--- config.mk ---
export PLATFORM = sky130hd
export DESIGN_NAME = chrono_run_controller
export DESIGN_NICKNAME = d
export VERILOG_FILES = /design/src/rtl/chrono_run_controller.sv
export SDC_FILE = /design/constraint.sdc
export NUM_CORES = 1
export LEC_CHECK = 0
export CORE_ASPECT_RATIO = 1.5
export CORE_MARGIN = 4
export CORE_UTILIZATION = 38
export CTS_BUF_LIST = sky130_fd_sc_hd__clkbuf_4 sky130_fd_sc_hd__clkbuf_8
export DETAILED_ROUTE_END_ITERATION = 16
export HOLD_SLACK_MARGIN = 0.06
export PLACE_DENSITY_LB_ADDON = 0.08
export RECOVER_POWER = 100
export SYNTH_ARGS = -nofsm -noshare
export SYNTH_HDL_FRONTEND = slang
export SYNTH_SLANG_ARGS = --single-unit
--- constraint.sdc ---
create_clock -name clk_in -period 2 [get_ports clk_in]
set_input_delay 0.6 -clock clk_in [delete_from_list [all_inputs] [get_ports clk_in]]
set_output_delay 0.6 -clock clk_in [all_outputs]
set_load 0.005 [all_outputs]
--- src/rtl/chrono_run_controller.sv ---
`default_nettype none
// ============================================================================
//  Module      : chrono_run_controller
//  Description : Stopwatch run/stop/lap/clear sequencer with debounced buttons,
//                gated 100 Hz tick, one-cycle counter clear and lap display hold.
//  Revision    : 1.0 - initial release
// ============================================================================
module chrono_run_controller #(
   parameter int DEBOUNCE_CYCLES = 500000,
   parameter int CNT_W           = 20
) (
   input  logic       clk_in,
   input  logic       rst_in,
   input  logic       tick_in,
   input  logic       btn_start_stop,
   input  logic       btn_lap_reset,
   output logic       tick_out,
   output logic       count_clear,
   output logic       display_hold,
   output logic [1:0] state_out
);

   localparam logic [1:0]       IDLE     = 2'b00;
   localparam logic [1:0]       RUN      = 2'b01;
   localparam logic [1:0]       LAP      = 2'b11;
   localparam logic [1:0]       PAUSE    = 2'b10;
   localparam logic [CNT_W-1:0] CNT_LAST = CNT_W'(DEBOUNCE_CYCLES - 1);

   logic [1:0] btn_raw;
   logic [1:0] press;
   logic [1:0] state;
   logic [1:0] next_state;
   logic       clear_next;
   logic       hold_next;
   logic       tick_next;
   logic       start_press;
   logic       lap_press;

   assign btn_raw     = {btn_lap_reset, btn_start_stop};
   assign start_press = press[0];
   assign lap_press   = press[1];

   // Bit 0 = start/stop, bit 1 = lap/reset; identical synchronise+debounce paths.
   for (genvar i = 0; i < 2; i++) begin : g_btn
      logic             sync_a;
      logic             sync_b;
      logic             level;
      logic             press_q;
      logic [CNT_W-1:0] cnt;

      always_ff @(posedge clk_in) begin
         if (rst_in) begin
            sync_a  <= 1'b0;
            sync_b  <= 1'b0;
            level   <= 1'b0;
            press_q <= 1'b0;
            cnt     <= '0;
         end else begin
            sync_a  <= btn_raw[i];
            sync_b  <= sync_a;
            press_q <= 1'b0;
            if (sync_b == level) begin
               cnt <= '0;
            end else if (cnt == CNT_LAST) begin
               level   <= ~level;
               cnt     <= '0;
               press_q <= ~level;
            end else begin
               cnt <= cnt + CNT_W'(1);
            end
         end
      end

      assign press[i] = press_q;
   end

   always_ff @(posedge clk_in) begin
      if (rst_in) begin
         state        <= IDLE;
         count_clear  <= 1'b0;
         display_hold <= 1'b0;
         tick_out     <= 1'b0;
      end else begin
         state        <= next_state;
         count_clear  <= clear_next;
         display_hold <= hold_next;
         tick_out     <= tick_next;
      end
   end

   // Start has priority: a simultaneous lap press is simply not looked at.
   always_comb begin
      next_state = state;
      if (start_press) begin
         case (state)
            IDLE:    next_state = RUN;
            RUN:     next_state = PAUSE;
            LAP:     next_state = PAUSE;
            PAUSE:   next_state = RUN;
            default: next_state = IDLE;
         endcase
      end else if (lap_press) begin
         case (state)
            IDLE:    next_state = IDLE;
            RUN:     next_state = LAP;
            LAP:     next_state = RUN;
            PAUSE:   next_state = IDLE;
            default: next_state = IDLE;
         endcase
      end
   end

   // Tick gating uses the pre-transition state; a clear always wins over a tick.
   always_comb begin
      clear_next = 1'b0;
      hold_next  = 1'b0;
      tick_next  = 1'b0;
      clear_next = !start_press && lap_press && (state == IDLE || state == PAUSE);
      hold_next  = (next_state == LAP);
      tick_next  = tick_in && (state == RUN || state == LAP) && !clear_next;
   end

   assign state_out = state;

endmodule
`default_nettype wire

# After elaboration in Yosys (flattened, before gate mapping)
# Cells that the tools add are included.
totals:
  output_inout_bits: 5
  register_bits: 53
  elab_cells: 51
classes:
  muxes: 4
  reduce_logical: 17
  n_bitwise: 6
  add_sub_neg: 2
  eq_ne: 8
ops:
  columns: ["cell", "count"]
  rows:
  - ["$add 20x1->20 const B", 2]
  - ["$eq 20x19->1 const B", 2]
  - ["$reduce_or 3->1", 4]
  - ["$eq 2x2->1 const B", 3]
  - ["$not 1->1", 6]
  - ["$pmux 2 s3", 1]
  - ["$logic_and 1x1->1", 4]
  - ["$mux 2", 2]
  - ["$pmux 2 s2", 1]
  - ["$reduce_and 2->1", 2]
  - ["$reduce_or 2->1", 2]
  - ["$eq 1x1->1", 2]
  - ["$eq 2x1->1 const B", 1]
  - ["$logic_not 1->1", 2]
  - ["$logic_not 2->1", 1]
  - ["$logic_or 1x1->1", 2]

# Logic depth before layout (Yosys ltp)
# Gate-level depths: netlist (run 1).
depth:
  word_depth: 6
  mapped_depth: 6

# Worst setup path before layout (run 1)
# OpenSTA, ideal clock, no wires.
synth_path:
  path_kind: "register to register"
  startpoint: "register g_btn[0].cnt[11]"
  endpoint: "register g_btn[0].cnt[12]"
  setup_slack_ns: 0.211
  n_path_buf: 1
  period_less_slack_ns: 1.789
  stages_incl_launch_ff: 6
  arrival_ns: 1.674
  setup_time_ns: 0.115
  t_required_ns: 1.885
  cell_sequence: "dfxtp_1 or4_1 or3_4 o21ai_4 buf_6 nor2_1"
synth_between:
  elab_chain_len: 2
  word_cells_on_any_way: 3
  classes_between: "add/sub: 1; eq/ne: 1; reduce/logical: 1"
synth_lines:
  columns: ["item", "line", "rtl"]
  rows:
  - ["start, declared", "49", "logic [CNT_W-1:0] cnt;"]
  - ["start signal, assigned", "69", "cnt <= cnt + CNT_W'(1);"]
  - ["branches (longest 2 deep; another with $add 20x1->20)", null, null]
# Parallel ways; which one is timed is not known.
# A chain may end at the register's enable or synchronous reset.

# Final worst setup path (run 1)
layout_path:
  startpoint: "register state[1], in the netlist state_out[1]"
  endpoint: "output port state_out[1]"
layout_lines:
  columns: ["item", "line", "rtl"]
  rows:
  - ["start, declared", "31", "logic [1:0] state;"]
  - ["start signal, assigned", "84", "state <= next_state;"]
  - ["end, declared", "20", "output logic [1:0] state_out"]
# No word-level cell between the ends.

==> summary.txt, run 1 <==
TIMING
-------------------------------------------------------------------------------------
Final worst-path setup slack                                                0.1175 ns
Final count of pins violating max slew                                              0
Pin slew with the least headroom to its limit                               0.4296 ns
Crit path time final                                                         1.883 ns
Worst slew slack as a fraction of its limit                                    71.36%
Number of setup violations in the final report                                      0
Setup tns final                                                                  0 ns
Crit share post-route                                                          94.13%
Final count of hold timing violations                                               0
Maximum achievable frequency                                               0.5312 GHz
Unrepaired setup endpoints after global routing                                 false
Clock skew after layout                                                   0.009354 ns

RUN STATUS
-------------------------------------------------------------------------------------
Result of the run                                                        complete, no violations

DETAILED ROUTING
-------------------------------------------------------------------------------------
Uppermost routed layer                                                           met4
Final wirelength                                                              4618 µm
Detail-routed net length per standard cell                                   13.05 µm
Metal3 WL                                                                       74 µm
Remaining antenna violation count                                                   0
Via total after detailed routing                                                1,821
Met2 Routed Length                                                            2468 µm
Sum of routed wire segments on met1                                           1930 µm
First-iteration detailed-routing DRC count                                         71
Detailed-routing iteration count for the pre-antenna-repair pass                    5
Drt drc                                                                             0
Vias per cell                                                                   5.144

FLOORPLAN
-------------------------------------------------------------------------------------
Horizontal die dimension                                                     71.54 µm
Die outline height                                                           103.3 µm
Placeable core area                                                          5828 µm²
Num rows                                                                           34
I/O pin cnt                                                                        10
Overall die area                                                             7390 µm²
Initial core utilization                                                       39.48%

FINISH
-------------------------------------------------------------------------------------
Ant diodes                                                                          0
Growth of design area from synthesis to finish                                 15.44%
Number of fill cells in the layout                                                598
Commonest cells after routing, fill and taps aside                       dfxtp_1 (53), nor2_1 (44), xnor2_1 (25)
Fraction of final layout cells with drive strength greater than 1              7.447%
Most frequent standard cell in the layout excluding fill and tap cells        dfxtp_1
Number of nets at the end of the flow                                             288
Final Instance Area                                                          2656 µm²

MIN PATH
-------------------------------------------------------------------------------------
Path class of the lowest-slack min-delay path                            register to register
Worst Min Path Start                                                     g_btn[0].sync_a$_SDFF_PP0_
Hold Path Cell Cnt                                                                  1

CTS
-------------------------------------------------------------------------------------
Worst-path clk slew                                                           0.10 ns
Skew-Pair Late Insertion Delay                                                0.31 ns
Hold buffers post-CTS                                                               0
Cts bufs inserted                                                                   5
Maximum level of the CTS H-tree                                                     2
CTS Buffer Depth                                                                    2
CTS root buffer                                                              clkbuf_8
Number of setup buffers added after CTS                                             0
Post-cts sizing count                                                               0
Number of clock sinks                                                              53
Clock tree from TritonCTS                                                        done

GRT
-------------------------------------------------------------------------------------
Global-route wire length before repair                                        8183 µm
Pin count of the biggest net entering global routing                               20
Overall routing resource usage                                                 13.88%
Vias in the first global route                                                  1,806
Total gr overflow                                                                   0
Antenna violations before repair                                                    0

WORST SETUP PATH
-------------------------------------------------------------------------------------
Worst path cell trace                                                    dlygate4sd3_1
Critical path depth                                                                 1
Type of the setup path with the least slack                              register to primary output
Start point of the critical path                                         state_out[1]$_SDFF_PP0_
Worst Path Max Fanout                                                               4
Type of origin of the critical path                                          register
Worst setup endpoint                                                     state_out[1]
Origin of the critical flop-to-flop path                                 g_btn[0].cnt[0]$_SDFF_PP0_
Setup slack on the worst flop-to-flop path                                    0.14 ns
Data required, critical path                                                  1.40 ns
Kind of end point of the critical path                                   primary output
Slowest cell on the critical path                                        dlygate4sd3_1
Worst Reg-to-Reg Cells                                                              5
Sum of buffers and inverters on the critical path                                   1
CP delay by family, top                                                  buffers and inverters
Capturing point of the worst reg2reg path                                g_btn[0].cnt[18]$_SDFF_PP0_
Crit path largest cell delay                                                  0.59 ns
CP arrival                                                                    1.28 ns

PWR
-------------------------------------------------------------------------------------
Worst-case vdd ir drop                                                      0.3176 mV
Static Leakage                                                              0.7964 nW
Total power per unit cell area                                           697.2 nW/µm²

SYNTHESIS
-------------------------------------------------------------------------------------
Sequential share of the synthesized area                                       46.11%
Average cell area after synthesis                                           8.918 µm²
Seq cells post-synth                                                               53
Cell Area, Synth                                                             2301 µm²
Post-Synthesis Cells                                                              258
Warnings, synthesis                                                                 0
Distinct cell type count of the synthesized netlist                                38
Proportion of synthesized flip-flops having asynchronous set or reset              0%
Number of flops mapped to enable cells by yosys                                     0
Net count after synthesis                                                         265
Synth Flop Type                                                               dfxtp_1

PLACE
-------------------------------------------------------------------------------------
Post-place setup slack                                                      0.1016 ns
Quantity of I/O buffers inserted on ports                                           9
Post-detailed-placement cell area                                            2559 µm²
Post-detail-place hpwl                                                        3396 µm
GPL Wtd Cong                                                                   0.7887

JOB
-------------------------------------------------------------------------------------
Count of maximum capacitance violations                                             0

[cells in the mapped netlist (3+ instances only)]
cell type / number / area [µm²]
dfxtp_1: 53 / 1061
nor2_1: 44 / 165.2
xnor2_1: 25 / 219.0
nand3_1: 14 / 70.07
nand2_1: 12 / 45.04
nand4_1: 12 / 75.07
nor4_1: 12 / 75.07
nor3_1: 11 / 55.05
xor2_1: 8 / 70.07
a21oi_1: 7 / 35.03
inv_1: 6 / 22.52
nor2b_1: 6 / 37.54
o21ai_0: 5 / 25.02
and3_1: 4 / 25.02
nor4b_1: 4 / 35.03
or4_1: 4 / 30.03
clkbuf_1: 3 / 11.26
o31ai_1: 3 / 22.52
or3_1: 3 / 18.77
[power by group]
part | total [mW] | switching (mW) | internal [mW]
registers | 1.06 | 0.00298 | 1.06
logic | 0.0295 | 0.0151 | 0.0144
clock network | 0.760 | 0.353 | 0.407
[registers in the layout, indices dropped and copies added, names as in the netlist]
signal and flops:
tick_out 1, g_btn.level 2, state_out 2, g_btn.press_q 2
g_btn.cnt 40, count_clear 1, display_hold 1, g_btn.sync_b 2
g_btn.sync_a 2
[per-stage QoR]
stage | hold slack [ns] | std cells | util (%) | power (mW)
2_1_floorplan | 0.4138 | 258 | - | 1.104
3_3_place_gp | 0.4232 | 346 | 43.90 | 1.119
3_5_place_dp | 0.4417 | 346 | 43.90 | 1.119
4_1_cts | 0.4601 | 354 | 45.96 | 1.892
5_1_grt | 0.4749 | 354 | 45.58 | 1.940
6_report | 0.4500 | 354 | 45.58 | 1.852
[worst min-delay path by stage]
stage                            endpoint  slack, ns
2_1_floorplan  g_btn[0].sync_b$_SDFF_PP0_       0.41
3_3_place_gp   g_btn[0].sync_b$_SDFF_PP0_       0.42
3_5_place_dp   g_btn[0].sync_b$_SDFF_PP0_       0.44
4_1_cts        g_btn[0].sync_b$_SDFF_PP0_       0.46
5_1_grt        g_btn[1].sync_b$_SDFF_PP0_       0.47
6_report       g_btn[0].sync_b$_SDFF_PP0_       0.45
[area by class of cell]
type | instances | area [µm²] | share of cell area (%)
timing repair buffer | 22 | 182.7 | 6.877
sequential | 53 | 1061 | 39.94
clock buffer | 6 | 82.58 | 3.109
clock inverter | 2 | 37.54 | 1.413
tap | 72 | 90.09 | 3.391
inverter | 6 | 22.52 | 0.8479
multi-input combinational | 193 | 1180 | 44.42
[layer usage]
metal / GRT usage [%] / vias up
met3: 2.611 / 10
met4: 7.236 / 0
met1: 15.16 / 839
li1: - / 960
met2: 25.28 / 12
met5: 0 / -
[cells by family after synthesis]
logic type               after synthesis  share of synthesized area, %
AO/OA/AOI/OAI                         21                         5.981
buffers and inverters                 12                         2.392
AND/OR/NAND/NOR                      137                         31.87
adder cells (fa/ha/maj)                2                         1.087
flip-flops                            53                         46.11
XOR/XNOR                              33                         12.56
(Power assumes the default switching activity.)
==> inputs of run 2 (changes only) <==
Settings changed: CORE_UTILIZATION 38 to 41, TNS_END_PERCENT set to 10.
Clock period 2 ns to 1.6 ns, I/O delays scaled along.
==> run 2 against run 1 <==
The run now ends with negative setup slack left. Setup slack worse by 0.25 ns. Die area down 6.6%. Critical path depth up 4. Final cell count is 11% higher. First-iteration DRC count fell by 4.2%. Sequential share of layout area shrank 4.0 points. Non-clock buffer count grew 41. Global-route usage increased by 1.7 points. Combinational power rose by 56%.
==> summary.txt, run 2 (synthesized netlist as in run 1, its figures left out) <==
FLOORPLAN
-------------------------------------------------------------------------------------
Horizontal die dimension                                                     69.17 µm   -3.3%
Initial core utilization                                                       42.22%   +2.7 points
I/O pin cnt                                                                        10   unchanged
Placeable core area                                                          5450 µm²   -6.5%
Num rows                                                                           33   -2.9%
Die outline height                                                           99.75 µm   -3.4%
Overall die area                                                             6899 µm²   -6.6%

FINISH
-------------------------------------------------------------------------------------
Ant diodes                                                                          0   unchanged
Max reg flops                                                                      40   unchanged
Growth of design area from synthesis to finish                                 29.36%
Post-Route Utilization                                                         54.61%   +9.0 points
Total area of multi-input combinational cells                                1229 µm²   +4.1%
Commonest cells after routing, fill and taps aside                       buf_4 (47), dfxtp_1 (45), nor2_1 (44)
Fraction of final layout cells with drive strength greater than 1              23.84%   +16 points
Largest Register                                                            g_btn.cnt
Number of fill cells in the layout                                                549   -8.2%
Number of nets at the end of the flow                                             329   +14%
Most frequent standard cell in the layout excluding fill and tap cells          buf_4
Register area                                                                1071 µm²   +0.94%

DETAILED ROUTING
-------------------------------------------------------------------------------------
Detailed-routing iteration count for the pre-antenna-repair pass                    4   -1
Drt drc                                                                             0   unchanged
Via total after detailed routing                                                2,039   +12%
First-iteration detailed-routing DRC count                                         68   -4.2%
Final wirelength                                                              5009 µm   +8.5%
Remaining antenna violation count                                                   0   unchanged
Vias per cell                                                                   5.188   +0.86%
Detail-routed net length per standard cell                                   12.75 µm   -2.3%

MIN PATH
-------------------------------------------------------------------------------------
Path class of the lowest-slack min-delay path                            register to register
Worst Min Path Start                                                     g_btn[0].sync_a$_SDFF_PP0_

TIMING
-------------------------------------------------------------------------------------
Maximum achievable frequency                                               0.5781 GHz
Number of setup violations in the final report                                     19   +19
Worst slew slack as a fraction of its limit                                    74.50%   +3.1 points
Clock skew after layout                                                   0.009298 ns   -0.00005559 ns
Final count of hold timing violations                                               0   unchanged
Crit path time final                                                         1.730 ns
Unrepaired setup endpoints after global routing                                  true
Pin slew with the least headroom to its limit                               0.3791 ns   -0.05059 ns
Final worst-path setup slack                                               -0.1298 ns   -0.2473 ns
Final count of pins violating max slew                                              0   unchanged
Setup tns final                                                             -2.286 ns   -2.286 ns
Crit share post-route                                                          108.1%
Final hold slack                                                            0.4483 ns   -0.001676 ns

JOB
-------------------------------------------------------------------------------------
Count of maximum capacitance violations                                             0   unchanged

CTS
-------------------------------------------------------------------------------------
Cts bufs inserted                                                                   5   unchanged
Worst-path clk slew                                                           0.09 ns   about the same
Clock tree from TritonCTS                                                        done
Number of clock sinks                                                              53   unchanged
Skew-Pair Late Insertion Delay                                                0.31 ns   about the same
CTS root buffer                                                              clkbuf_8
Maximum level of the CTS H-tree                                                     2   unchanged
CTS Buffer Depth                                                                    2   unchanged

GRT
-------------------------------------------------------------------------------------
Met3 demand-to-capacity share in global routing                                2.932%   +0.32 points
Global-route wire length before repair                                        8707 µm   +6.4%
GR Layer Usage met1                                                            15.22%   +0.057 points
Antenna violations before repair                                                    0   unchanged
Pin count of the biggest net entering global routing                               20   unchanged
Met2 usage in global routing                                                   30.59%   +5.3 points
Overall routing resource usage                                                 15.59%   +1.7 points
Vias in the first global route                                                  2,003   +11%
Total gr overflow                                                                   0   unchanged
Layer with the highest usage                                                     met2

WORST SETUP PATH
-------------------------------------------------------------------------------------
Type of origin of the critical path                                          register
Start point of the critical path                                         g_btn[0].cnt[11]$_SDFF_PP0_
Setup slack on the worst flop-to-flop path                                   -0.13 ns   -0.27 ns
Data required, critical path                                                  1.80 ns   +0.40 ns
Kind of end point of the critical path                                       register
CP arrival                                                                    1.93 ns   +0.65 ns
Origin of the critical flop-to-flop path                                 g_btn[0].cnt[11]$_SDFF_PP0_
Worst Path Max Fanout                                                              19   +15
Type of the setup path with the least slack                              register to register

PLACE
-------------------------------------------------------------------------------------
Post-place setup slack                                                     -0.1642 ns   -0.2658 ns
Quantity of I/O buffers inserted on ports                                           9   unchanged
Post-detail-place hpwl                                                        3807 µm   +12%
GPL Wtd Cong                                                                   0.8044   +2.0%

PWR
-------------------------------------------------------------------------------------
Static Leakage                                                               1.013 nW   +27%
Worst-case vdd ir drop                                                      0.3898 mV   +23%
Total power                                                                  2.120 mW   +14%
Total power per unit cell area                                           712.1 nW/µm²   +2.1%

RUN STATUS
-------------------------------------------------------------------------------------
Result of the run                                                        finished, violations left
Violated checks                                                          negative setup slack

-- run 2: cell types whose count changed in the layout (fill, tap and decap cells not counted), moves of 2 or more --
cell           before  now
dlygate4sd3_1       5    1
dlygate4sd2_1       0    5
buf_4               7   47
clkinv_2            0    2
dfxtp_2             0    8
or3_4               0    2
or3_1               4    2
dfxtp_1            53   45
-- run 2: area by class of cell --
type,count,share of cell area (%)
multi-input combinational,193,41.28
clock inverter,2,0.3363
sequential,53,35.98
clock buffer,6,2.564
tap,70,2.942
timing repair buffer,63,16.14
inverter,6,0.7566
-- run 2: timing repair --
| action | in CTS | in global routing |
|---|---|---|
| setup endpoints to repair | 39 | 38 |
| buffers inserted | 1 | 0 |
| gates resized for setup | 15 | 9 |
| pin swaps | 8 | 3 |
| hold buffers | 0 | 0 |
-- run 2: routing by layer --
| metal | wire length (µm) | vias to the layer above |
|---|---|---|
| met5 | 0 | - |
| met4 | 133 | 0 |
| met3 | 93 | 12 |
| met2 | 2763 | 19 |
| met1 | 2019 | 967 |
| li1 | - | 1041 |
-- run 2: stage by stage --
stage / area [µm²] / instances
finish: 2977 / 393
global route: 2977 / 393
CTS: 2979 / 393
detailed placement: 2858 / 384
global placement: 2858 / 384
floorplan: 2302 / 258
-- run 2: power by group --
group	leakage (nW)	switching, mW	total, mW	internal (mW)
Combinational	0.533	0.0216	0.0460	0.0243
Clock	0.0484	0.425	0.746	0.321
Sequential	0.432	0.00331	1.33	1.32
-- run 2: path summary, 6_finish.rpt --
path	depth (start not counted)	to
setup reg to reg	5	g_btn[0].cnt[16]$_SDFF_PP0_
hold reg to reg	1	g_btn[0].sync_b$_SDFF_PP0_
setup / recovery	5	g_btn[0].cnt[16]$_SDFF_PP0_
hold / removal	1	g_btn[0].sync_b$_SDFF_PP0_
-- run 2: worst max-delay path, cell delays in order (launching register included) --
cell and delay, ns:
dfxtp_2 0.33, or4_4 0.52, or3_4 0.40, o21ai_4 0.15, buf_12 0.17, nor2_1 0.05
